**src/rtl/vector_writeback_arbiter.sv**
```systemverilog
`default_nettype none
// ============================================================================
// Module      : vector_writeback_arbiter
// Description : Gathers results from several vector functional units, each
//               behind a private 2-entry FIFO, and serialises them through a
//               round-robin arbiter onto the single register-file write port.
// Revision    : 1.0 - initial release
// ============================================================================
module vector_writeback_arbiter #(
    parameter int NUMBER_SOURCES   = 4,
    parameter int NUMBER_REGISTERS = 32,
    parameter int REGISTER_LENGTH  = 64,
    localparam int AW              = $clog2(NUMBER_REGISTERS)
) (
    input  logic                                  clock,
    input  logic                                  reset_n,
    input  logic [NUMBER_SOURCES-1:0]             result_valid,
    input  logic [NUMBER_SOURCES*AW-1:0]          result_address,
    input  logic [NUMBER_SOURCES*REGISTER_LENGTH-1:0] result_data,
    output logic [NUMBER_SOURCES-1:0]             result_ready,
    output logic                                  write_enable,
    output logic [AW-1:0]                         write_address,
    output logic [REGISTER_LENGTH-1:0]            write_port,
    output logic                                  busy
);

    localparam int              PTRW     = $clog2(NUMBER_SOURCES);
    localparam logic [PTRW-1:0] LAST_SRC = PTRW'(NUMBER_SOURCES - 1);

    // Per-source FIFO status and head entry, gathered for the arbiter
    logic [NUMBER_SOURCES-1:0]  nonempty;
    logic [NUMBER_SOURCES-1:0]  push;
    logic [NUMBER_SOURCES-1:0]  pop;
    logic [AW-1:0]              head_addr [NUMBER_SOURCES];
    logic [REGISTER_LENGTH-1:0] head_data [NUMBER_SOURCES];

    // Arbiter state and decision
    logic [PTRW-1:0]            rr_ptr_q;
    logic [PTRW-1:0]            rr_ptr_d;
    logic                       grant_valid_d;
    logic [PTRW-1:0]            grant_idx_d;
    logic [PTRW-1:0]            arb_cand;

    // Registered write stage
    logic                       we_q;
    logic [AW-1:0]              waddr_q;
    logic [REGISTER_LENGTH-1:0] wdata_q;

    // ------------------------------------------------------------------
    // Per-source 2-entry FIFOs. Slot 0 is always the head; slot 1 is only
    // occupied when the count is 2. Ready depends only on the registered
    // count so there is no combinational path from the arbiter back out.
    // ------------------------------------------------------------------
    for (genvar i = 0; i < NUMBER_SOURCES; i++) begin : g_src
        logic [1:0]                 count_q;
        logic [AW-1:0]              addr0_q;
        logic [AW-1:0]              addr1_q;
        logic [REGISTER_LENGTH-1:0] data0_q;
        logic [REGISTER_LENGTH-1:0] data1_q;
        logic [AW-1:0]              in_addr;
        logic [REGISTER_LENGTH-1:0] in_data;

        assign in_addr         = result_address[i*AW +: AW];
        assign in_data         = result_data[i*REGISTER_LENGTH +: REGISTER_LENGTH];
        assign nonempty[i]     = (count_q != 2'd0);
        assign result_ready[i] = (count_q != 2'd2);
        assign push[i]         = result_valid[i] && result_ready[i];
        assign pop[i]          = grant_valid_d && (grant_idx_d == PTRW'(i));
        assign head_addr[i]    = addr0_q;
        assign head_data[i]    = data0_q;

        // FIFO storage and occupancy update on push/pop
        always_ff @(posedge clock) begin
            if (!reset_n) begin
                count_q <= 2'd0;
                addr0_q <= '0;
                addr1_q <= '0;
                data0_q <= '0;
                data1_q <= '0;
            end else begin
                case ({push[i], pop[i]})
                    2'b10: begin
                        count_q <= count_q + 2'd1;
                        if (count_q == 2'd0) begin
                            addr0_q <= in_addr;
                            data0_q <= in_data;
                        end else begin
                            addr1_q <= in_addr;
                            data1_q <= in_data;
                        end
                    end
                    2'b01: begin
                        count_q <= count_q - 2'd1;
                        addr0_q <= addr1_q;
                        data0_q <= data1_q;
                    end
                    2'b11: begin
                        // Only reachable at count 1: head leaves, new entry becomes head
                        addr0_q <= in_addr;
                        data0_q <= in_data;
                    end
                    default: begin
                    end
                endcase
            end
        end
    end

    // Round-robin search starting at the pointer, ascending with wrap-around
    always_comb begin
        grant_valid_d = 1'b0;
        grant_idx_d   = '0;
        arb_cand      = '0;
        for (int k = 0; k < NUMBER_SOURCES; k++) begin
            arb_cand = PTRW'((int'(rr_ptr_q) + k) % NUMBER_SOURCES);
            if (!grant_valid_d && nonempty[arb_cand]) begin
                grant_valid_d = 1'b1;
                grant_idx_d   = arb_cand;
            end
        end
    end

    // Pointer moves just past the granted source; holds when nothing granted
    always_comb begin
        rr_ptr_d = rr_ptr_q;
        if (grant_valid_d) begin
            rr_ptr_d = (grant_idx_d == LAST_SRC) ? '0 : grant_idx_d + PTRW'(1);
        end
    end

    // Round-robin pointer register
    always_ff @(posedge clock) begin
        if (!reset_n) begin
            rr_ptr_q <= '0;
        end else begin
            rr_ptr_q <= rr_ptr_d;
        end
    end

    // Write stage: strobe for one cycle per grant, address/data hold otherwise
    always_ff @(posedge clock) begin
        if (!reset_n) begin
            we_q    <= 1'b0;
            waddr_q <= '0;
            wdata_q <= '0;
        end else begin
            we_q <= grant_valid_d;
            if (grant_valid_d) begin
                waddr_q <= head_addr[grant_idx_d];
                wdata_q <= head_data[grant_idx_d];
            end
        end
    end

    assign write_enable  = we_q;
    assign write_address = waddr_q;
    assign write_port    = wdata_q;
    assign busy          = (|nonempty) || we_q;

endmodule
`default_nettype wire

```
**config.mk**
```make
export PLATFORM = sky130hd
export DESIGN_NAME = vector_writeback_arbiter
export DESIGN_NICKNAME = d
export VERILOG_FILES = /design/src/rtl/vector_writeback_arbiter.sv
export SDC_FILE = /design/constraint.sdc
export NUM_CORES = 2
export LEC_CHECK = 0
export ABC_AREA = 1
export BUFFER_PORTS_ARGS = -buffer_cell sky130_fd_sc_hd__buf_2
export CAP_MARGIN = 20
export CORE_AREA = 2 2 363 185
export CTS_CLUSTER_DIAMETER = 200
export CTS_CLUSTER_SIZE = 20
export DETAILED_ROUTE_END_ITERATION = 12
export DIE_AREA = 0 0 365 187
export GPL_ROUTABILITY_DRIVEN = 0
export MAX_ROUTING_LAYER = met4
export PLACE_DENSITY = 0.71
export SYNTH_ARGS = -nofsm -noshare
export SYNTH_HDL_FRONTEND = slang
export SYNTH_SLANG_ARGS = --single-unit
```
**constraint.sdc**
```tcl
create_clock -name clock -period 4.06 [get_ports clock]
set_input_delay 0 -clock clock [delete_from_list [all_inputs] [get_ports clock]]
set_output_delay 0 -clock clock [all_outputs]
set_load 0.03 [all_outputs]
```
Yosys cells after proc, flatten, opt, wreduce, memory -nomap -nowiden
Index checks and enable logic that the tools add are counted.
Storage, ports and cells
  output and inout port bits: 75
  logic and storage cells: 153
  input port bits: 282
  flip-flop bits (word level): 632
Cells by class
  eq/ne operators: 23
  muxes and demuxes: 43
  bitwise operators: 5
  add/subtract/negate cells: 12
  order comparisons: 5
  reductions and logical operators: 41
Operator list (number)
  case mux 64 bit (3 select lines): 4
  2-to-1 mux 64 bit: 6
  binary-select mux 64 bit (select 2 bit): 1
  case mux 5 bit (3 select lines): 4
  2-to-1 mux 5 bit: 6
  == test 2 bit, second input constant: 10
  inequality test 2 bit, second input constant: 8
  case mux 2 bit (2 select lines): 4
  AND reduction 2 bit: 8
  nonzero test 2 bit: 8
  adder 2 x 1 -> 2 bit, second input constant: 6
  < comparator 2 x 3 -> 1 bit, second input constant: 4
  nonzero test 3 bit: 4
  logical AND 1 bit: 11
  binary-select mux 5 bit (select 2 bit): 1
  == test 2 x 1 -> 1 bit, second input constant: 5
  zero test 2 bit: 5
  2-to-1 mux 2 bit: 5
  binary-select mux 1 bit (select 2 bit): 4
  2-to-1 mux 1 bit: 8
  subtractor 2 x 1 -> 2 bit, second input constant: 4
  adder 2 bit, second input constant: 2
  inverter 1 bit: 4
  OR reduction 4 bit: 1
  4 further kinds: 6

Longest topological paths before layout
  word-level depth: 18
  mapped depth: 24
  gate-level depth less buffers: 18

Worst setup path after synthesis
No wires, ideal clock.
  path type: register to register
  start point: register rr_ptr_q[0]
  end point: register g_src[3].addr0_q[3]
  stages on the path, launching flop included: 20
  data required time: 3.986 ns
  clock period less this slack: 3.180 ns
  buffers on the path: 6
  arrival: 3.106 ns
  library setup time: 0.074 ns
  path slack: 0.880 ns
  path through: dfxtp_1 > buf_6 > inv_2 > buf_6 > o21ai_2 > nand2_1 > nor2_2 > nand4_1 > nand3_2 > buf_4 > clkbuf_1 > nand2_1 > ha_1 > nand2_1 > clkinv_1 > nor2_1 > clkbuf_1 > buf_1 > o21ai_0 > a31oi_1
On the way
  word-level cells in the longest chain between the ends: 17
  elaborated cells on any way between the ends: 34
  those cells by class: 3 x add/sub; 5 x eq/ne; 17 x mux; 9 x reduce/logical
RTL lines
  start, declared: RTL line 38  | logic [PTRW-1:0] rr_ptr_q;
  start signal, assigned: RTL line 136  | rr_ptr_q <= rr_ptr_d;
  parallel branches: the longest is 13 deep, another holds adder 2 x 1 -> 2 bit
  logical AND 1 bit (*): RTL line 68  | assign pop[i] = grant_valid_d && (grant_idx_d == PTRW'(i));
  == test 2 bit or == test 2 x 1 -> 1 bit (tied branches): RTL line 81  | case ({push[i], pop[i]})
  inequality test 2 bit (no line) or nonzero test 3 bit (tied branches)
  AND reduction 2 bit (no line)
  end signal, assigned: RTL line 85  | addr0_q <= in_addr;
  end signal, assigned: RTL line 94  | addr0_q <= addr1_q;
  end signal, assigned: RTL line 99  | addr0_q <= in_addr;
  end, declared: RTL line 56  | logic [AW-1:0] addr0_q;
Every way passes the cells marked *. The select of a mux whose other input is x is not followed.
A chain may end at the register's enable or synchronous reset.

Worst setup path in the final report
  start point: register rr_ptr_q[0]
  end point: register g_src[3].data0_q[55]
On the way
  word-level cells in the longest chain between the ends: 17
  elaborated cells on any way between the ends: 34
  those cells by class: 3 x add/sub; 5 x eq/ne; 17 x mux; 9 x reduce/logical
RTL lines
  parallel branches: the longest is 13 deep, another holds adder 2 x 1 -> 2 bit
  logical AND 1 bit (*): RTL line 68
  == test 2 bit or == test 2 x 1 -> 1 bit (tied branches): RTL line 81
  inequality test 2 bit (no line) or nonzero test 3 bit (tied branches)
  AND reduction 2 bit (no line)
  end signal, assigned: RTL line 86  | data0_q <= in_data;
  end signal, assigned: RTL line 95  | data0_q <= data1_q;
  end signal, assigned: RTL line 100  | data0_q <= in_data;
  end, declared: RTL line 58  | logic [REGISTER_LENGTH-1:0] data0_q;
Marks and branches as above.

==> run metrics <==
Startpoint Class flip-flop; area growth from synthesis to layout 20.7%; Hold Crit Class primary input to flip-flop; max incr delay on CP slightly below 0.6 ns; DR WL/cell between 15 and 20 um; Nets roughly 5200; critical path class flip-flop to flip-flop; cell taking the most area after synthesis dfxtp_1; Mapped Area 29100 um^2; CP delay by family, top buffers and inverters; CP Buf/Inv Count 5; first-pass GRT wire length 149 mm; met3 usage 3.15%; core area about 66000 um^2; Routed WL between 90 and 100 mm; LEAKAGE around 17 nW; Post-route DRC 0; detailed placement HPWL 58.9 mm; clock skew between 0.015 and 0.02 ns; vias in the first global route roughly 27000; ratio of cells with drive above 1 in the final layout between 10% and 20%; CTS Buf Count 37; critical path endpoint category flip-flop; port bufs 356; routing usage on met2 between 40% and 50%; register area share after synthesis a little over two fifths; drt first pass iters 6; CP cell instances inv_2, o21ai_2, nand2_1, nor2_2, nand4_1, nand3_4, nand2_1, inv_1, ha_2, inv_2, buf_12, nand2_1, a31oi_1, dlygate4sd3_1; Fmax roughly 0.27 GHz; Area contributors post-synth dfxtp_1, nand2_1, nor2_1; R2R Setup Slk about 0.34 ns; worst slew pin tran roughly 1.0 ns; largest net degree at the start of global routing approximately 230; Post-synth ARST share 0%; CP required around 4.5 ns; Mapped Cells around 4500; top-area cell type share of the netlist area between 40% and 50%; relative slew slack a little under a third; starting DRC count in detailed routing approximately 2800; Max Root-Sink Buffers 3; Final TNS setup 0 ns; grt peak-use layer met2; worst-skew pair later-pin latency about 0.57 ns; total number of yosys warnings 0; overall global routing resource usage 27.8%; initial antenna violation count 1; max_cap viols 0; row cnt 67; final hold violations 0; Die ar. 68300 um^2; Initial Utilization 44.3%; Synth cell types 28; unrepaired setup endpoints after global routing false; die width ~370 um; total grt overflow 0; CP max-delay cell dlygate4sd3_1; Clock transition at path regs approximately 0.09 ns; P per Cell Area approximately 1000 nW/um^2; Root Driver clkbuf_16; routing usage on met1 38.3%; min Tclk post-route ~3.7 ns; outcome complete, no violations; IO Count 357; Seq cells post-synth 632; clock sinks 632; ys flop type dfxtp_1; Slew Viols, Final 0; htree depth 2; WHS roughly 0.066 ns; VDD IR max about 0.0011 V; vias per cell about 5.1; syn avg cell area between 6 and 7 um^2; DR vias 29700; Post-Synthesis Net Count 4798; antenna viol nets, final 0; Critical Path AT approximately 4.2 ns; fin crit share roughly nine tenths; Finish-stage setup viols 0; crit-path max FO 55; Die Ht about 190 um; CTS tree done; total power draw around 35 mW; number of synthesized flops with an enable pin 0; Critical Path Most Common Cell nand2_1
## final timing paths
| check | startpoint | depth (start not counted) | end |
|---|---|---|---|
| max | rr_ptr_q[0] | 14 | g_src[3].data0_q[55] |
| min | result_valid[0] | 5 | g_src[0].count_q[0] |
| max reg2reg | rr_ptr_q[0] | 14 | g_src[3].data0_q[55] |
| min reg2reg | g_src[1].data1_q[49] | 2 | g_src[1].data0_q[49] |
## layer usage
layer  up-vias  routed length (um)
met5         -                   0
met4         0                3050
met3       172                5920
met2      1062               42600
met1     13500               43200
li1      14900                   -
## synthesized netlist by cell type, types with 4 or more instances
| cell type | instances |
|---|---|
| a21oi_1 | 83 |
| nand3_1 | 413 |
| buf_4 | 4 |
| o21ai_0 | 429 |
| buf_2 | 46 |
| buf_6 | 13 |
| dfxtp_1 | 632 |
| inv_1 | 372 |
| a31oi_1 | 138 |
| nand2_1 | 1148 |
| nand2_2 | 7 |
| buf_1 | 21 |
| clkbuf_1 | 251 |
| ha_1 | 10 |
| clkinv_1 | 4 |
| inv_2 | 7 |
| nand3_2 | 12 |
| nor2_1 | 899 |
## repair_timing
action	CTS	global route
hold endpoints to repair	553	0
resized for setup	0	1
buffers inserted	0	0
setup endpoints to repair	0	1
hold buffers	301	0
## registers in the layout (all words and copies together), names as in the netlist
register and count:
g_src.data1_q 256, rr_ptr_q 2, write_enable 1, g_src.data0_q 256, g_src.addr0_q 20, write_port 64, g_src.count_q 8, write_address 5
g_src.addr1_q 20
## where the power goes
group          leakage [nW]  total [mW]  switching, mW  internal (mW)
Clock                 0.460        3.75           2.11           1.64
Sequential             5.21        9.89           1.12           8.77
Combinational          11.5        21.6           15.1           6.54
## worst min-delay path, cell delays in order
cell and delay [ns]:
buf_2 0.13, nand2_1 0.10, ha_2 0.17, inv_1 0.06, a21oi_1 0.13
## cell type report
type                       instances  area (um^2)
fill                            6484        30600
multi-input combinational       3156        13700
sequential                       632        12700
timing repair buffer             704         5330
inverter                         383         1440
tap                              897         1120
clock buffer                      37          926
clock inverter                     1         8.76
antenna                            2         5.00
## through the flow
step	util (%)	instance area (um^2)	setup WS [ns]	cells
after global routing	53.5	35200	0.00469	5811
after global placement	47.5	31200	0.882	5471
final	53.5	35200	0.340	5812
after detailed placement	47.5	31200	0.855	5471
after floorplan	-	29100	0.880	4506
after CTS	53.5	35200	0.389	5810
## cell families (layout without fill, tap and decap cells)
family | after synthesis | count (layout) | synth area share (%)
and+or+nand+nor | 2490 | 2490 | 34.4
buffers and inverters | 718 | 1125 | 9.84
AOI/OAI and AO/OA | 654 | 654 | 11.9
DFF | 632 | 632 | 43.4
adders and majority gates | 10 | 10 | 0.430
xor gates and xnor gates | 2 | 2 | 0.0602
other | 0 | 2 | 0
## cells in the final DEF, fill, tap and decap left out, types with 83 or more instances in the layout
| master | n |
|---|---|
| a21oi_1 | 83 |
| inv_1 | 370 |
| nand3_1 | 413 |
| nand2_1 | 1143 |
| a31oi_1 | 138 |
| o21ai_0 | 429 |
| nor2_1 | 895 |
| dlygate4sd3_1 | 301 |
| dfxtp_1 | 632 |
| buf_2 | 355 |
No activity file was read; power rests on OpenSTA's default activity.
